$ cat config.mk
export PLATFORM = sky130hd
export DESIGN_NAME = regfile_wb_arbiter
export DESIGN_NICKNAME = d
export VERILOG_FILES = /design/src/rtl/regfile_wb_arbiter_pkg.sv /design/src/rtl/regfile_wb_arbiter_fifo.sv /design/src/rtl/regfile_wb_arbiter.sv
export SDC_FILE = /design/constraint.sdc
export NUM_CORES = 1
export LEC_CHECK = 0
export CORE_MARGIN = 5
export CORE_UTILIZATION = 51
export DETAILED_ROUTE_END_ITERATION = 8
export PLACE_DENSITY = 0.8
export SETUP_SLACK_MARGIN = 0.4
export SYNTH_ARGS = -nofsm -noshare
export SYNTH_HDL_FRONTEND = slang
export SYNTH_SLANG_ARGS = --single-unit
$ cat constraint.sdc
create_clock -name clk -period 3.57 [get_ports clk]
set_clock_uncertainty 0.2 [all_clocks]
set_input_delay 0.8925 -clock clk [delete_from_list [all_inputs] [get_ports clk]]
set_output_delay 0.8925 -clock clk [all_outputs]
set_load 0.005 [all_outputs]
$ cat src/rtl/regfile_wb_arbiter_pkg.sv
// Shared types and constants for the register-file writeback arbiter.
package regfile_wb_arbiter_pkg;

    localparam int REG_ADDR_WIDTH     = 5;
    localparam int DATA_WIDTH         = 32;
    localparam int REGISTER_FILE_SIZE = 2 ** REG_ADDR_WIDTH;

    typedef logic [REG_ADDR_WIDTH-1:0] reg_id_t;

    typedef struct packed {
        reg_id_t               id;
        logic [DATA_WIDTH-1:0] data;
    } wb_req_t;

endpackage

$ cat src/rtl/regfile_wb_arbiter_fifo.sv
// Small synchronous FIFO of writeback requests buffering the long-latency unit.
module wb_fifo
    import regfile_wb_arbiter_pkg::*;
#(
    parameter int DEPTH = 2
) (
    input  logic                   clk,
    input  logic                   reset_n,
    input  logic                   push,
    input  wb_req_t                push_data,
    input  logic                   pop,
    output wb_req_t                head,
    output logic                   full,
    output logic                   empty,
    output logic [$clog2(DEPTH):0] count
);

    localparam int PTR_W = $clog2(DEPTH);

    wb_req_t          mem [DEPTH];
    logic [PTR_W-1:0] wr_ptr;
    logic [PTR_W-1:0] rd_ptr;
    logic             do_push;
    logic             do_pop;

    assign empty   = (count == '0);
    assign full    = (count == (PTR_W+1)'(DEPTH));
    assign do_pop  = pop && !empty;
    // A push while full is only accepted alongside a pop, which frees the slot.
    assign do_push = push && (!full || do_pop);
    assign head    = mem[rd_ptr];

    always_ff @(posedge clk) begin
        if (do_push) mem[wr_ptr] <= push_data;
    end

    always_ff @(posedge clk) begin
        if (!reset_n) begin
            wr_ptr <= '0;
            rd_ptr <= '0;
            count  <= '0;
        end else begin
            if (do_push) wr_ptr <= wr_ptr + 1'b1;
            if (do_pop)  rd_ptr <= rd_ptr + 1'b1;
            case ({do_push, do_pop})
                2'b10:   count <= count + 1'b1;
                2'b01:   count <= count - 1'b1;
                default: count <= count;
            endcase
        end
    end

endmodule

$ cat src/rtl/regfile_wb_arbiter.sv
// Register-file write-port arbiter: pipeline vs. buffered mul/div results, plus pending scoreboard.
// Optional starvation guard for the mul/div path: define RF_WB_STARVE_GUARD_EN.
module regfile_wb_arbiter #(
    parameter int DATA_WIDTH     = 32,
    parameter int REG_ADDR_WIDTH = 5,
    parameter int NUM_REGS       = 32,
    parameter int FIFO_DEPTH     = 2,
    parameter int STARVE_LIMIT   = 4
) (
    input  logic                      clk,
    input  logic                      reset_n,
    input  logic                      p0_valid,
    output logic                      p0_ready,
    input  logic [REG_ADDR_WIDTH-1:0] p0_id,
    input  logic [DATA_WIDTH-1:0]     p0_data,
    input  logic                      p1_valid,
    output logic                      p1_ready,
    input  logic [REG_ADDR_WIDTH-1:0] p1_id,
    input  logic [DATA_WIDTH-1:0]     p1_data,
    input  logic                      sb_set_valid,
    input  logic [REG_ADDR_WIDTH-1:0] sb_set_id,
    input  logic [REG_ADDR_WIDTH-1:0] rs1_id,
    input  logic [REG_ADDR_WIDTH-1:0] rs2_id,
    output logic                      rs1_busy,
    output logic                      rs2_busy,
    output logic                      wb_write_en,
    output logic [REG_ADDR_WIDTH-1:0] wb_write_id,
    output logic [DATA_WIDTH-1:0]     wb_write_data
);

    import regfile_wb_arbiter_pkg::*;

    localparam int CNT_W = $clog2(FIFO_DEPTH) + 1;

    wb_req_t            fifo_in;
    wb_req_t            fifo_head;
    logic               fifo_empty;
    logic               unused_fifo_full;
    logic [CNT_W-1:0]   fifo_count;
    logic               fifo_push;
    logic               fifo_grant;
    logic               starve_grant;
    logic               p0_fire;
    logic [NUM_REGS-1:0] busy;

    assign p1_ready  = (fifo_count < CNT_W'(FIFO_DEPTH));
    assign fifo_push = p1_valid && p1_ready;
    assign fifo_in   = '{id: p1_id, data: p1_data};

    wb_fifo #(
        .DEPTH (FIFO_DEPTH)
    ) u_fifo (
        .clk       (clk),
        .reset_n   (reset_n),
        .push      (fifo_push),
        .push_data (fifo_in),
        .pop       (fifo_grant),
        .head      (fifo_head),
        .full      (unused_fifo_full),
        .empty     (fifo_empty),
        .count     (fifo_count)
    );

`ifdef RF_WB_STARVE_GUARD_EN
    localparam int SC_W = $clog2(STARVE_LIMIT + 1);
    logic [SC_W-1:0] starve_cnt;

    assign starve_grant = !fifo_empty && (starve_cnt == SC_W'(STARVE_LIMIT));

    always_ff @(posedge clk) begin
        if (!reset_n || fifo_grant) starve_cnt <= '0;
        else if (!fifo_empty)       starve_cnt <= starve_cnt + 1'b1;
    end
`else
    logic unused_starve_limit;
    assign unused_starve_limit = ^STARVE_LIMIT;
    assign starve_grant        = 1'b0;
`endif

    assign p0_ready   = !starve_grant;
    assign p0_fire    = p0_valid && p0_ready;
    assign fifo_grant = !fifo_empty && (!p0_valid || starve_grant);

    // Register-0 writes are consumed here but never reach the register file.
    always_ff @(posedge clk) begin
        if (!reset_n) begin
            wb_write_en   <= 1'b0;
            wb_write_id   <= '0;
            wb_write_data <= '0;
        end else if (p0_fire) begin
            wb_write_en   <= (p0_id != '0);
            wb_write_id   <= p0_id;
            wb_write_data <= p0_data;
        end else if (fifo_grant) begin
            wb_write_en   <= (fifo_head.id != '0);
            wb_write_id   <= fifo_head.id;
            wb_write_data <= fifo_head.data;
        end else begin
            wb_write_en   <= 1'b0;
        end
    end

    // Set is applied after clear so a same-cycle set of the popped id wins.
    always_ff @(posedge clk) begin
        if (!reset_n) begin
            busy <= '0;
        end else begin
            if (fifo_grant)                        busy[fifo_head.id] <= 1'b0;
            if (sb_set_valid && sb_set_id != '0)   busy[sb_set_id]    <= 1'b1;
        end
    end

    assign rs1_busy = (rs1_id != '0) && busy[rs1_id];
    assign rs2_busy = (rs2_id != '0) && busy[rs2_id];

endmodule

# --- After elaboration in Yosys (flattened, before gate mapping) ---
# Memory sizes are Yosys's and may differ from the RTL's. A register that Yosys moved wholly into a read port is not among the register bits.
# Index checks and enable logic that the tools add are counted.
totals:
  register_bits: 74
  ramBits: 74
  output_inout_bits: 42
  elab_cells: 68
  mem_count: 1
mem_list:
  columns: ["memory", "depth", "word_bits", "rd", "rd_ports_with_merged_regs", "write_ports", "line_no", "source"]
  rows:
  - ["u_fifo.mem", 2, 37, 1, 1, 1, "regfile_wb_arbiter_fifo.sv:20", "wb_req_t mem [DEPTH];"]
classes:
  add_sub_neg: 4
  magnitude_cmp: 7
  eq_ne: 3
  muxes: 22
  n_bitwise: 3
  n_reduce_logical: 21
ops:
  columns: ["operator", "count"]
  rows:
  - ["$mux W32", 5]
  - ["$and A32 B32 Y32", 1]
  - ["$not A32 Y32", 1]
  - ["$or A32 B32 Y32", 1]
  - ["$reduce_bool A5 Y1", 5]
  - ["$lt A5 B6 Y1 const B", 4]
  - ["$bmux W1 S5", 2]
  - ["$demux W1 S5", 2]
  - ["$ge A5 B1 Y1 const B", 2]
  - ["$mux W1", 10]
  - ["$mux W5", 2]
  - ["$logic_and A1 B1 Y1", 9]
  - ["$eq A2 B2 Y1 const B", 2]
  - ["$pmux W2 S2", 1]
  - ["$reduce_bool A2 Y1", 2]
  - ["$logic_not A1 Y1", 3]
  - ["$add A1 B1 Y1 const B", 2]
  - ["$add A2 B1 Y2 const B", 1]
  - ["$eq A2 B1 Y1 const B", 1]
  - ["$logic_not A2 Y1", 1]
  - ["$lt A2 B2 Y1 const B", 1]
  - ["$sub A2 B1 Y2 const B", 1]
  - ["$logic_or A1 B1 Y1", 1]

# --- Depth between registers and ports, before layout ---
# Gate-level depths: netlist of the first run.
logic_depth:
  ltp_word: 10
  mapped_depth: 7
  depth_no_buf: 4

# --- Cells and area by module ---
# A second synthesis of the first run with hierarchy kept.
hier_totals:
  cells_unflattened: 589
  hier_area_um2: 6801.5
by_module_without_submodules:
  columns: ["module", "instances", "cells_each", "area_each_um2", "seq_area_each_um2"]
  rows:
  - ["regfile_wb_arbiter", 1, 444, 3756.1, 1381.3]
  - ["wb_fifo", 1, 145, 3045.4, 2322.2]

# --- Worst setup path before layout of the first run ---
# Ideal clock, no wire load.
synth_path:
  path_type: "input-to-output"
  start: "in rs1_id[0]"
  end: "out rs1_busy"
  arrival_ns: 2.204
  path_slack_ns: 0.274
  stages: 5
  cell_sequence: "clkbuf_1 mux4_2 mux2_2 nand3b_1 nand4_1"
synth_via:
  elab_chain_cells: 3
synth_lines:
  columns: ["element", "line_no", "source"]
  rows:
  - ["start: declaration", "regfile_wb_arbiter.sv:22", "input logic [REG_ADDR_WIDTH-1:0] rs1_id,"]
  - ["$bmux W1 S5", "regfile_wb_arbiter.sv:113", "assign rs1_busy = (rs1_id != '0) && busy[rs1_id];"]
  - ["$mux W1 (implied by the code)", "regfile_wb_arbiter.sv:113", null]
  - ["$logic_and A1 B1 Y1 *", "regfile_wb_arbiter.sv:113", null]
  - ["end: declaration", "regfile_wb_arbiter.sv:24", "output logic rs1_busy,"]
# Every way passes the cells marked *; elsewhere a longest branch is shown, timed or not. The select of a mux whose other input is x is not followed.

# --- Worst setup path after layout of the first run ---
layout_path:
  start: "in rs2_id[0]"
  end: "out rs2_busy"
layout_via:
  elab_chain_cells: 3
layout_lines:
  columns: ["element", "line_no", "source"]
  rows:
  - ["start: declaration", "regfile_wb_arbiter.sv:23", "input logic [REG_ADDR_WIDTH-1:0] rs2_id,"]
  - ["$bmux W1 S5", "regfile_wb_arbiter.sv:114", "assign rs2_busy = (rs2_id != '0) && busy[rs2_id];"]
  - ["$mux W1 (implied by the code)", "regfile_wb_arbiter.sv:114", null]
  - ["$logic_and A1 B1 Y1 *", "regfile_wb_arbiter.sv:114", null]
  - ["end: declaration", "regfile_wb_arbiter.sv:25", "output logic rs2_busy,"]
# Marks and branches as above.

==> results.md, run 1 <==
* Crit. End Element: output pin
* Synth area leader: edfxtp_1
* Detailed-route vias per instance at 5.60
* Routed WL at 16500 um
* Static leakage at 2.97 nW
* DRT Pass-1 Iters at 7
* Cell Pwr Density at 489 nW/um^2
* Die span in y at 123 um
* Critical Path RT at 2.48 ns
* Post-synth top cells: nand2_1 (113), dfxtp_1 (74), edfxtp_1 (74)
* Share of cells above drive strength 1 at 0.117
* Synth Register Bits at 148
* Clk_lat worst skew at 0.40 ns
* Routed Antenna Nets at 0
* Sequential area share after synthesis at 0.572
* Die width at 123 um
* Grt ovf at 0
* Vias in the first global route at 5359
* Reg power frac at 0.455
* Area Growth Syn to Fin at 33.7%
* HP Class: flip-flop to flip-flop
* Row cnt at 41
* Master of the slowest instance on the critical path: or4_1
* Internal Power at 3.26 mW
* Status: finished, final reports clean
* Ports at 136
* Fill count at 928
* RSZ-0062 raised after global routing: yes
* DR iter-0 viols at 407
* Synth Instances at 573
* Max Cap Viol at 0
* Initial antenna violation count at 1
* Max Root-Sink Buffers at 2
* Cts hold-fix bufs at 0
* Clk pwr share at 0.417
* Synthesized area per cell at 11.3 sq um
* CP max FO at 5
* Routability Congestion at 0.995
* Slew HR at 0.277
* Switching share of power at 0.229
* Register clock-pin slew on the reported worst setup and hold paths at 0.06 ns
* Final Max Tran Viols at 0
* Maximum VDD drop at 0.292 mV
* Die area at 15100 sq um
* Number of CTS-inserted buffers at 17
* Comb pwr share at 0.128
* Post-synth top area share at 0.343
* Core area at 12500 sq um
* H-tree depth at 4
* DP Cell Count at 857
* IO Port Bufs at 134
* Bufs and invs on worst path at 2
* WL/cell at 18.5 um
* Cell variety after synth at 41
* Final HPWL DP at 11700 um
* Main synth FF type: edfxtp_1
* Starting Density at 0.517
* Post-route clock period utilization at 0.972
* Via Count at 5000
* Setup CP Type: primary input to output pin
* Non-Filler Instances at 893
* Root Buffer: clkbuf_16
* Startpoint types: primary input
* Sw power at 970 uW
* Util after Layout at 0.692
* # DRC at 0
* Post-synth ARST share at 0
* FMAX at 288 MHz
* WHS at 0.304 ns
* Slew @ Worst Pin at 1.08 ns
* Synth warn at 0
* Worst EP arrival at 2.38 ns
* CP max stage delay at 0.50 ns
* Number of synthesized flops with an enable pin at 74
* Global Route Usage Sum at 0.231
* First-pass GRT wire length at 27000 um
* TritonCTS clock tree: done
* # setup viols final at 0
* Area occupied by multi-input gates at 2590 sq um
* Final net count at 801
* Area contributors post-synth: edfxtp_1 (34%), dfxtp_1 (23%), a21boi_0 (7.9%)
* Largest net degree at the start of global routing at 59
* Netlist Area Pre-Place at 6480 sq um
* Leading cell type by number of instances after synthesis: nand2_1
* Critical-path cell list: buf_12 -> mux4_2 -> mux2i_1 -> nor3b_1 -> or4_1 -> buf_2
* Register Area at 3700 sq um
* Period minus WS final at 3.47 ns
* Syn Nets at 667
* Top Family by Delay on Critical Path: multiplexers
* Clk sinks at 148
* Final hold viol count at 0
* Setup TNS at 0 ns
==> layout by cell type (no fill, tap or decap), drive strengths merged, types with 2 or more instances in the layout <==
| master | instances |
|---|---|
| a21oi | 3 |
| o211ai | 38 |
| or4 | 2 |
| nand3b | 3 |
| clkbuf | 19 |
| edfxtp | 74 |
| nor3b | 2 |
| clkinv | 5 |
| inv | 6 |
| dfxtp | 74 |
| o21a | 2 |
| clkdlybuf4s50 | 125 |
| nand2 | 113 |
| mux4 | 12 |
| mux2i | 45 |
| nor2b | 6 |
| bufinv | 3 |
| nor2 | 10 |
| buf | 30 |
| mux2 | 5 |
| a2111oi | 2 |
| clkinvlp | 3 |
| nand2b | 5 |
| and2 | 4 |
| a22oi | 2 |
| a21boi | 68 |
| o21ai | 34 |
| nand3 | 11 |
==> cell families after synthesis <==
family                    synth area share
other                             0.000579
AOI/OAI and AO/OA                    0.164
and+or+nand+nor                      0.110
DFF                                  0.572
xor gates and xnor gates           0.00135
muxes                                0.121
buffers and inverters               0.0313
==> layout make-up <==
type / instances / area share
clock inverter: 13 / 0.0182
timing repair buffer: 156 / 0.178
tap: 172 / 0.0249
multi-input combinational: 380 / 0.299
clock buffer: 19 / 0.0500
sequential: 148 / 0.428
antenna: 1 / 0.000289
inverter: 4 / 0.00173
==> worst min-delay path, stage by stage (launching register included) <==
cell and delay (ns):
dfxtp_1 0.32, o21ai_0 0.06, a21boi_0 0.07
==> per-layer routing <==
layer,vias to the layer above,wire length [um],share of wire,track usage
li1,2364,-,-,-
met1,2410,6640,0.40,0.273
met2,193,8230,0.50,0.394
met3,33,1300,0.079,0.0696
met4,0,366,0.022,0.0882
met5,-,0,0,0
==> power groups by stage <==
stage	Clock (mW)	Combinational, mW	Sequential, mW
global route	1.88	0.588	1.94
detailed placement	0	0.532	1.96
global placement	0	0.519	1.96
CTS	1.79	0.541	1.93
floorplan	0	0.267	1.95
finish	1.76	0.542	1.93
==> path summary, 6_finish.rpt <==
kind                                                    from                        endpoint  slack [ns]  cells past startpoint
worst min register to register           busy[17]$_SDFF_PN0_             busy[17]$_SDFF_PN0_        0.30                      2
worst min-delay path                     busy[17]$_SDFF_PN0_             busy[17]$_SDFF_PN0_        0.30                      2
worst max-delay path                               rs2_id[0]                        rs2_busy        0.10                      6
worst max register to register  u_fifo.count[1]$_SDFFE_PN0P_  wb_write_data[12]$_SDFFE_PN0P_        1.23                      5
==> flip-flops by register name, indices dropped and copies added, names as in the netlist, named ones only <==
name,flops
wb_write_id,5
wb_write_data,32
wb_write_en,1
busy,31
u_fifo.count,2
u_fifo.rd_ptr,1
u_fifo.mem,74
u_fifo.wr_ptr,1
==> timing repair <==
| action | CTS | global route |
|---|---|---|
| resized for setup | 45 | 5 |
| setup endpoints to repair | 2 | 2 |
| pin swaps | 4 | 3 |
| buffers inserted | 3 | 0 |
==> through the flow <==
stage                     total power [mW]  cell area (sq um)  worst slack (ns)
after global placement                2.48               8010            -0.754
after CTS                             4.26               8640             0.148
after floorplan                       2.22               6490             0.310
final                                 4.23               8660             0.101
after global routing                  4.41               8650            0.0234
after detailed placement              2.49               8010            -0.806
(Power assumes the default switching activity.)
==> run 2, diff against run 1 <==
- CORE_ASPECT_RATIO: not set -> 0.6
==> run 2 against run 1 <==
Die area rose by 0.49%. Combinational power fell by 1%. Largest power group unchanged. Global-route usage rose by 0.79 points. Clock-buffer cell count fell by 2. Critical path type unchanged. Cell area fell by 0.42%. Sequential power barely moved. Register-to-register slack got worse by 0.13 ns. Core utilization rose by 1.2 points. Hold slack improved by 0.016 ns. Critical path depth rose by 1. First-iteration DRC count did not move. Clock power barely moved.
==> results.md, run 2 (same netlist as run 1, synthesis figures left out) <==
* Cell mode on critical path: buf_6
* DRT Pass-1 Iters at 5 (-2)
* Register Area at 3700 sq um (unchanged)
* WL met1 at 7610 um (+15%)
* IO Port Bufs at 134 (unchanged)
* Global Route Usage Sum at 0.239 (+0.00793)
* Startpoint types: primary input
* Final net count at 798 (-0.37%)
* WL met2 at 8160 um (-0.85%)
* Top layer in use: met4
* Routed WL at 17900 um (+8.5%)
* Clk_lat worst skew at 0.42 ns (+0.02 ns)
* Routed Antenna Nets at 0 (unchanged)
* Most frequent cells in the layout: clkdlybuf4s50_1 (124), nand2_1 (113), edfxtp_1 (74)
* Static leakage at 2.98 nW (+0.18%)
* Top reg by flops: u_fifo.mem
* Initial antenna violation count at 0 (-1)
* CP max stage delay at 0.52 ns (+0.02 ns)
* Number of CTS-inserted buffers at 17 (unchanged)
* Detailed-route vias per instance at 5.78 (+3.2%)
* Slew @ Worst Pin at 0.873 ns (-0.210 ns)
* Die span in y at 97.3 um (-21%)
* Largest net degree at the start of global routing at 44 (-25%)
* Cts hold-fix bufs at 0 (unchanged)
* Worst EP arrival at 2.45 ns (+0.07 ns)
* Top flop regs: u_fifo.mem: 74 flops, wb_write_data: 32 flops, busy: 31 flops
* Root Buffer: clkbuf_16
* Share of cells above drive strength 1 at 0.116 (-0.000907)
* Non-Filler Instances at 882 (-1.2%)
* Hold depth at 2 (unchanged)
* FMAX at 282 MHz (-2.1%)
* Bufs and invs on worst path at 3 (+1)
* H-tree depth at 4 (unchanged)
* CP max FO at 5 (unchanged)
* Max reg flops at 74 (unchanged)
* Final Max Tran Viols at 0 (unchanged)
* Wire length on met3 at 1800 um (+39%)
* Row cnt at 31 (-24%)
* Final hold viol count at 0 (unchanged)
* First-pass GRT wire length at 28100 um (+4.4%)
* Via Count at 5098 (+2.0%)
* # DRC at 0 (unchanged)
* Crit. End Element: output pin
* Area occupied by multi-input gates at 2580 sq um (-0.29%)
* Fill count at 883 (-4.8%)
* Register clock-pin slew on the reported worst setup and hold paths at 0.06 ns (about the same)
* Starting Density at 0.528 (+0.0110)
* Commonest non-fill, non-tap cell in the layout: clkdlybuf4s50_1
* WHS at 0.321 ns (+0.0163 ns)
* Clk sinks at 148 (unchanged)
* # diodes at 0 (-1)
* Period minus WS final at 3.54 ns (+0.0731 ns)
* Core area at 12300 sq um (-2.1%)
* Worst reg2reg path depth at 4 (-1)
* Ports at 136 (unchanged)
* Final HPWL DP at 12700 um (+9.0%)
* DR iter-0 viols at 407 (unchanged)
* Master of the slowest instance on the critical path: or4_1
* Power, Total at 4.26 mW (+0.71%)
* Grt ovf at 0 (unchanged)
* # setup viols final at 0 (unchanged)
* HP Class: flip-flop to flip-flop
* Slew HR at 0.417 (+0.139)
* Area Growth Syn to Fin at 33.1%
* Top Family by Delay on Critical Path: multiplexers
* Util after Layout at 0.703 (+0.0117)
* Worst path depth at 7 (+1)
* Max Cap Viol at 0 (unchanged)
* Critical Path RT at 2.48 ns (about the same)
* Vias in the first global route at 5161 (-3.7%)
* Setup CP Type: primary input to output pin
* DP Cell Count at 849 (-0.93%)
* Post-route clock period utilization at 0.992 (+0.0205)
* TritonCTS clock tree: done
* Maximum VDD drop at 0.384 mV (+32%)
* Status: finished, final reports clean
* RSZ-0062 raised after global routing: yes
* Routability Congestion at 0.991 (-0.39%)
* Cell Pwr Density at 495 nW/um^2 (+1.1%)
* Critical-path cell list: buf_6 -> buf_6 -> mux4_2 -> mux2i_1 -> nor3b_1 -> or4_1 -> buf_2
* Die width at 155 um (+27%)
* Max Root-Sink Buffers at 2 (unchanged)
* Die area at 15100 sq um (+0.49%)
* WL/cell at 20.3 um (+9.9%)
-- run 2: cell types whose count changed in the layout (fill, tap and decap cells not counted), sizes merged, moves of 2 or more --
cell	change
clkbuf	-2
clkinvlp	-3
inv	+5
buf	-3
-- run 2: power by group --
group | switching (mW) | internal [mW]
logic | 0.257 | 0.279
registers | 0.0530 | 1.88
clock network | 0.741 | 1.05
total | 1.05 | 3.21
-- run 2: layout make-up --
class                      instances  share of cell area
sequential                       148               0.430
multi-input combinational        380               0.299
timing repair buffer             153               0.176
clock buffer                      17              0.0494
tap                              165              0.0240
clock inverter                    15              0.0199
inverter                           4             0.00174
-- run 2: worst paths after layout --
| kind | start | endpoint | slack (ns) |
|---|---|---|---|
| worst max register to register | flip-flop | busy[29]$_SDFF_PN0_ | 1.10 |
| worst min register to register | busy[15]$_SDFF_PN0_ | busy[15]$_SDFF_PN0_ | 0.32 |
| worst min-delay path | busy[15]$_SDFF_PN0_ | busy[15]$_SDFF_PN0_ | 0.32 |
| worst max-delay path | rs2_id[0] | rs2_busy | 0.03 |
-- run 2: worst min-delay path, delay by kind of cell, from the launching register on --
family / cells / cell delay, ns
DFF: 1 / 0.33
AOI/OAI and AO/OA: 2 / 0.14
-- run 2: through the flow --
stage / worst slack (ns) / instance area, sq um / TNS, ns
after floorplan: 0.310 / 6490 / 0
after global placement: -0.733 / 8010 / -1.13
after detailed placement: -0.840 / 8010 / -1.30
after CTS: 0.0178 / 8600 / 0
after global routing: -0.00367 / 8620 / -0.00367
final: 0.0283 / 8620 / 0
-- run 2: per-layer routing --
metal	vias to the layer above	global-route usage
met4	0	0.0679
met2	247	0.356
met3	34	0.0837
li1	2373	-
met5	-	0
met1	2444	0.330
-- run 2: repair_timing --
action | 4_1_cts | 5_1_grt
pin swaps | 2 | 4
setup buffers | 0 | 1
endpoints found under the setup margin | 2 | 2
resized for setup | 39 | 5
endpoints found under the hold margin | 0 | 0
==> run 3, diff against run 2 <==
- REMOVE_ABC_BUFFERS: not set -> 1
==> run 3 against run 2 <==
Wire length is 2.6% higher. Largest power group unchanged. Die area stayed put. Clock-buffer cell count is 1 higher. Hold slack better by 0.0067 ns.
==> results.md, run 3 (same netlist as run 1, synthesis figures left out) <==
* Status: finished, final reports clean
* Initial antenna violation count at 1 (+1)
* H-tree depth at 4 (unchanged)
* DR iter-0 viols at 461 (+13%)
* Most frequent cells in the layout: clkdlybuf4s50_1 (125), nand2_1 (113), edfxtp_1 (74)
* Setup CP Type: primary input to output pin
* RSZ-0062 raised after global routing: yes
* WL/cell at 20.7 um (+1.9%)
* # diodes at 0 (unchanged)
* Number of CTS-inserted buffers at 17 (unchanged)
* CP max stage delay at 0.52 ns (about the same)
* Routability Congestion at 1.07 (+7.5%)
* Final net count at 805 (+0.88%)
* Setup TNS at 0 ns (unchanged)
* Routed WL at 18400 um (+2.6%)
* Final hold viol count at 0 (unchanged)
* Clk_lat worst skew at 0.42 ns (about the same)
* Vias in the first global route at 5008 (-3.0%)
* Area Growth Syn to Fin at 33.6%
* Crit. End Element: output pin
* Root Buffer: clkbuf_16
* Detailed-route vias per instance at 5.74 (-0.71%)
* Routed Antenna Nets at 0 (unchanged)
* First-pass GRT wire length at 28300 um (+0.52%)
* Die area at 15100 sq um (unchanged)
* Post-route clock period utilization at 0.991 (about the same)
* Die span in y at 97.3 um (unchanged)
* Top reg by flops: u_fifo.mem
* Critical-path cell list: buf_6 -> buf_6 -> mux4_2 -> mux2i_1 -> nor2_1 -> or4_1 -> buf_2
* Largest net degree at the start of global routing at 61 (+39%)
* CP max FO at 4 (-1)
* Final Max Tran Viols at 0 (unchanged)
* Cts hold-fix bufs at 0 (unchanged)
* Maximum VDD drop at 0.364 mV (-5.3%)
* Row cnt at 31 (unchanged)
* Share of cells above drive strength 1 at 0.124 (+0.00872)
* Worst EP arrival at 2.45 ns (about the same)
* Top Family by Delay on Critical Path: multiplexers
* TritonCTS clock tree: done
* Slew @ Worst Pin at 1.15 ns (+0.273 ns)
* Max Root-Sink Buffers at 2 (unchanged)
* Period minus WS final at 3.54 ns (-0.00333 ns)
* # DRC at 0 (unchanged)
* HP Class: flip-flop to flip-flop
* Clk sinks at 148 (unchanged)
* Grt ovf at 0 (unchanged)
* DP Worst Slack at -0.855 ns (-0.0151 ns)
* Power, Total at 4.16 mW (-2.5%)
* Non-Filler Instances at 888 (+0.68%)
* Cell Pwr Density at 480 nW/um^2 (-2.9%)
* Final HPWL DP at 13100 um (+3.0%)
* Starting Density at 0.528 (unchanged)
* Startpoint types: primary input
* Die width at 155 um (unchanged)
* Master of the slowest instance on the critical path: or4_1
* Max reg flops at 74 (unchanged)
* Ports at 136 (unchanged)
* Critical Path RT at 2.48 ns (about the same)
* Register clock-pin slew on the reported worst setup and hold paths at 0.06 ns (about the same)
* DP Cell Count at 854 (+0.59%)
* Via Count at 5096 (-0.039%)
* IO Port Bufs at 134 (unchanged)
* Final worst slack at 0.0316 ns (+0.00333 ns)
* Cell mode on critical path: buf_6
* Static leakage at 2.97 nW (-0.22%)
* Global Route Usage Sum at 0.244 (+0.00533)
* Slew HR at 0.235 (-0.181)
* WHS at 0.327 ns (+0.00675 ns)
* FMAX at 283 MHz (about the same)
* # setup viols final at 0 (unchanged)
* DRT Pass-1 Iters at 7 (+2)
* Commonest non-fill, non-tap cell in the layout: clkdlybuf4s50_1
* Bufs and invs on worst path at 3 (unchanged)
* Core area at 12300 sq um (unchanged)
* Max Cap Viol at 0 (unchanged)
* Top flop regs: u_fifo.mem: 74 flops, wb_write_data: 32 flops, busy: 31 flops
run 3: cell types whose count changed in the layout (fill, tap and decap cells not counted), sizes merged:
cell	before	now
buf	27	33
clkbuf	17	18
dlymetal6s2s	1	0
clkinv	6	1
clkinvlp	0	6
clkdlybuf4s15	0	1
inv	11	9
bufinv	2	1
clkdlybuf4s50	124	125
run 3: where the power goes:
part | internal, mW | switching [mW]
logic | 0.285 | 0.261
registers | 1.88 | 0.0465
clock network | 0.965 | 0.718
total | 3.13 | 1.02
run 3: routing by layer:
metal / global-route usage / routed length, um
met5: 0 / 13
met1: 0.353 / 8310
met2: 0.335 / 7660
met3: 0.106 / 2190
met4: 0.0619 / 226
run 3: worst register-to-register path, cell delays in order (launching register included):
cell	delay [ns]
dfxtp_1	0.41
or2_2	0.91
buf_4	0.39
nand2_1	0.09
o211ai_1	0.09
a21boi_0	0.10
run 3: final timing paths:
kind,cells after the start,to,slack [ns],startpoint
setup / recovery,7,rs2_busy,0.03,rs2_id[2]
hold / removal,2,busy[6]$_SDFF_PN0_,0.33,busy[6]$_SDFF_PN0_
setup reg to reg,5,wb_write_data[3]$_SDFFE_PN0P_,1.27,u_fifo.count[1]$_SDFFE_PN0P_
hold reg to reg,2,busy[6]$_SDFF_PN0_,0.33,busy[6]$_SDFF_PN0_
run 3: timing repair:
item | CTS | global route
gates resized for setup | 42 | 8
setup buffers | 3 | 0
setup endpoints to repair | 2 | 2
pin swaps | 2 | 1
run 3: area by class of cell:
| cell class | count | area, sq um |
|---|---|---|
| multi-input combinational | 380 | 2590 |
| inverter | 4 | 15.0 |
| timing repair buffer | 160 | 1580 |
| sequential | 148 | 3700 |
| fill | 870 | 3600 |
| tap | 165 | 206 |
| clock buffer | 18 | 429 |
| clock inverter | 13 | 126 |
run 3: through the flow:
stage           util  instance area, sq um
2_1_floorplan      -                  6290
3_3_place_gp   0.657                  8050
3_5_place_dp   0.657                  8050
4_1_cts        0.704                  8630
5_1_grt        0.706                  8650
6_report       0.706                  8650
